==> config.mk <==
export PLATFORM = sky130hd
export DESIGN_NAME = addsub_arbiter
export DESIGN_NICKNAME = d
export VERILOG_FILES = /design/src/rtl/addsub_arbiter.sv
export SDC_FILE = /design/constraint.sdc
export NUM_CORES = 1
export LEC_CHECK = 0
export ABC_AREA = 0
export CAP_MARGIN = 5
export CORE_UTILIZATION = 40
export DETAILED_ROUTE_END_ITERATION = 10
export PLACE_DENSITY = 0.75
export SYNTH_ARGS = -nofsm -noshare
export SYNTH_HDL_FRONTEND = slang
export SYNTH_SLANG_ARGS = --single-unit
==> constraint.sdc <==
create_clock -name clk -period 5.6 [get_ports clk]
set_input_delay 0.84 -clock clk [delete_from_list [all_inputs] [get_ports clk]]
set_output_delay 0.84 -clock clk [all_outputs]
set_load 0.05 [all_outputs]
==> src/rtl/addsub_arbiter.sv <==
// addsub_arbiter: round-robin shared W-bit adder/subtractor with a registered result buffer and Y86 flags
module addsub_arbiter #(
   parameter int W = 64
) (
   input  logic         clk,
   input  logic         rst_n,
   input  logic         req0_valid,
   output logic         req0_ready,
   input  logic [W-1:0] req0_a,
   input  logic [W-1:0] req0_b,
   input  logic         req0_sub,
   input  logic         req1_valid,
   output logic         req1_ready,
   input  logic [W-1:0] req1_a,
   input  logic [W-1:0] req1_b,
   input  logic         req1_sub,
   output logic         rsp_valid,
   input  logic         rsp_ready,
   output logic         rsp_id,
   output logic [W-1:0] rsp_result,
   output logic         rsp_zf,
   output logic         rsp_sf,
   output logic         rsp_of
);
   logic         last_grant, can_accept, gnt0, gnt1, sub, c_msb, c_out;
   logic [W-1:0] a, b, bx, sum;
   logic [W-2:0] low;
   // grant, handshake and the single shared adder; the MSB is added separately to expose carry into it
   always_comb begin
      can_accept = !rsp_valid | rsp_ready;
      gnt0 = req0_valid & (!req1_valid | last_grant);
      gnt1 = req1_valid & (!req0_valid | !last_grant);
      req0_ready = rst_n & can_accept & gnt0;
      req1_ready = rst_n & can_accept & gnt1;
      a = gnt1 ? req1_a : req0_a;
      b = gnt1 ? req1_b : req0_b;
      sub = gnt1 ? req1_sub : req0_sub;
      bx = sub ? ~b : b;
      {c_msb, low} = {1'b0, a[W-2:0]} + {1'b0, bx[W-2:0]} + {{(W-1){1'b0}}, sub};
      {c_out, sum[W-1]} = {1'b0, a[W-1]} + {1'b0, bx[W-1]} + {1'b0, c_msb};
      sum[W-2:0] = low;
   end
   // output buffer: load on transfer, drain when consumed, otherwise hold
   always_ff @(posedge clk or negedge rst_n) begin
      if (!rst_n) begin
         rsp_valid  <= 1'b0;
         rsp_id     <= 1'b0;
         rsp_result <= '0;
         rsp_zf     <= 1'b0;
         rsp_sf     <= 1'b0;
         rsp_of     <= 1'b0;
         last_grant <= 1'b1;
      end else if (req0_ready | req1_ready) begin
         rsp_valid  <= 1'b1;
         rsp_id     <= gnt1;
         rsp_result <= sum;
         rsp_zf     <= ~|sum;
         rsp_sf     <= sum[W-1];
         rsp_of     <= c_msb ^ c_out;
         last_grant <= gnt1;
      end else if (rsp_ready) begin
         rsp_valid  <= 1'b0;
      end
   end
endmodule

==> impl_metrics.toml <==
[timing]
finalWorstSetupSlack_ns = -0.3400
rsz0062_at_grt = "true"
worst_pin_slew_ns = 1.008
slew_headroom = 0.3207
fmax_mhz = 168.3
clock_skew_ns = 0.007610
hold_violations = 0
drv_slew = 0
finalCriticalPeriod_ns = 5.940
finalSetupViolations = 1
finalCritPeriodShare = 1.061

[yosys]
synth_nets = 1494
ys_top_cells_by_area = "dfrtp_1 (18%), mux2_2 (9.5%), ha_1 (8.3%)"
synth_top_cell_by_area = "dfrtp_1"
ys.flop_type = "dfrtp_1"
synth-edff-count = 0
synth_most_common_cell = "nand2_1"
avgSynthCellArea_um2 = 8.022
synth_common_cells = "nand2_1 (146), o21ai_0 (98), xor2_1 (86)"
synthArstFlopShare = 1.000
syn_inst = 1167
netlist_area_um2 = 9361
ys_seq_elements = 69
synth_top_area_share = 0.1818
ys_seq_area_frac = 0.1846
yosysWarnings = 0
synth_cell_types = 81

[critical_path]
endpoint_kind = "register"
reg2reg_slack_ns = -0.14
start_kind = "primary input"
critPathMaxFanout = 8
arrival_ns = 6.22
timing.rr.end = "rsp_zf"
crit_type = "in2reg"
r2r-start = "last_grant"
required_ns = 5.88
r2r_cells = 24

[pwr]
p_per_area_nw_per_um2 = 415.5
p_int_uw = 3372
switching_share = 0.5014
p_leak_uw = 0.007147
power_frac_seq = 0.128
comb_power_share = 0.775
peakVddDrop_mv = 0.2505
p_sw_uw = 3390
clkPwrFrac = 0.097

[die]
die_area_um2 = 24020
fp.coreArea_um2 = 22780
die_width_um = 155.0
start_util = 0.4110
die_h_um = 155.0
core.rowCount = 55
io_pins = 334

[place]
place.gp.congestion = 0.9691
dpl_worst_slack_ns = -1.184
hpwl_mm = 34.22
dp_cells = 2051
io_buffers = 333

[run]
drv_cap = 0

[grt]
met3_usage = 0.04903
antenna_found_initial = 0
grt_overflow = 0
use_met1 = 0.4109
grt_first_pass_wirelength_mm = 63.47
grt.busiest_layer = "met2"
grt_max_degree = 105
use_met2 = 0.6139
grt_use_total = 0.3411
grt_pass1_vias = 11674

[clock_tree]
clk_path_buf_depth = 2
cts_tree = "built"
clock_latency_ns = 0.35
clockRootBuffer = "clkbuf_16"
clkTransAtPathRegs_ns = 0.06
cts_buffers = 9
clock-sinks = 69
ctsHtreeMaxLevel = 3

[layout]
fin_util = 0.7144
syn_to_final_growth_pct = 73.83
drive_gt1_frac = 0.2984
diodes = 0
fillers = 1865
nets = 2105
fin_cells = 2096

[route]
wl_per_cell_um = 20.03
totalWireLength_mm = 41.98
drc_errors = 0
initialDrtViolationCount = 791
viasPerCell = 5.555
ant_nets = 0
drt_pass1_iterations = 5
vias = 11643

[status]
run_status = "finished, violations left"
violations = "setup timing"

[worst_hold_path]
hold_class = "in2async"
==> worst max-delay path by stage <==
stage | start | endpoint | cells after the start | slack [ns]
floorplan | req1_valid | rsp_zf | 23 | 0.0008
global placement | req1_valid | rsp_zf | 24 | -0.97
detailed placement | req1_valid | rsp_zf | 24 | -1.18
CTS | req1_valid | rsp_zf | 24 | -0.76
global route | req0_valid | rsp_zf | 24 | -0.61
finish | req0_valid | rsp_zf | 25 | -0.34
==> state kept, by name (all words and copies together) (netlist names) <==
name	flops
last_grant	1
rsp_id	1
rsp_of	1
rsp_result	64
rsp_valid	1
rsp_zf	1
==> cells in the final DEF, fill, tap and decap left out, types with 11 or more instances in the layout <==
cell type          n
a21oi_1           56
o31ai_1           13
o21ai_0           93
mux2i_1           57
a31oi_1           13
nor3_1            17
a21oi_2           28
nand4_1           30
inv_1             25
xor2_1            77
o21a_1            15
buf_6             14
mux2_2            77
dfrtp_1           68
xnor2_1           18
buf_4            309
nand2_1          140
a21o_1            24
or3_1             12
nor2_1            54
and3_1            11
ha_1              55
nand3_1           18
clkdlybuf4s50_1  330
==> power groups by stage <==
stage | clock, µW | combinational (µW) | sequential, µW
3_5_place_dp | 0 | 4970 | 870
5_1_grt | 676 | 5560 | 891
2_1_floorplan | 0 | 1990 | 1640
4_1_cts | 652 | 5060 | 865
6_report | 656 | 5240 | 867
3_3_place_gp | 0 | 4930 | 862
==> cell families after synthesis <==
kind of cell             share of synthesized area
flip-flops                                  0.1846
AO/OA/AOI/OAI                               0.2450
AND/OR/NAND/NOR                             0.1751
multiplexers                                0.1709
adder cells (fa/ha/maj)                    0.08714
buffers and inverters                      0.03996
XOR/XNOR                                   0.09730
==> layout make-up <==
class	count	area (µm²)	area share
clock buffers	12	246.5	0.01515
clock inverters	4	72.57	0.004459
inverters	25	93.84	0.005767
multi-input cells	1009	7727	0.4749
flip-flops and latches	69	1728	0.1062
well taps	313	391.6	0.02407
repair buffers	664	6013	0.3695
==> routing by layer <==
metal	vias up	routed length, µm	part of all wire
met1	5529	17250	0.41
met4	0	1576	0.038
met5	-	0	0
met3	86	2479	0.059
li1	5534	-	-
met2	494	20680	0.49
==> repair_timing <==
action                     CTS  global route
pin swaps                    7            45
setup endpoints to repair    1             2
resized for setup           21            82
cloned                       2             0
setup buffers                5            22
hold buffers                 0             0
==> stage by stage <==
step           TNS [ns]  hold WS (ns)  area (µm²)  total power [µW]
5_1_grt         -0.6119        0.4915       16270              7124
2_1_floorplan         0        0.4831        9629              3635
3_3_place_gp     -1.118        0.4611       15250              5796
6_report        -0.3400        0.4556       16270              6762
3_5_place_dp     -1.439        0.4691       15250              5838
4_1_cts         -0.7617        0.4710       15750              6573
==> worst max-delay path, stage by stage <==
cell and delay [ns]:
buf_8 0.10, a21boi_4 0.28, mux2i_4 0.37, buf_12 0.20, buf_12 0.15, xor2_2 0.14, ha_1 0.27, buf_4 0.17
nand2_2 0.08, o21ai_2 0.07, a21oi_2 0.19, o31ai_4 0.11, and3_4 0.18, or3_4 0.40, a41oi_4 0.22, o21ai_2 0.11
fa_1 0.54, or4bb_1 0.57, nor4b_4 0.26, nand4b_1 0.15, nor4_2 0.27, nand4_1 0.16, nor4_2 0.17, nand4_1 0.11
nand2_1 0.08
Power figures use the tool's default switching activity.
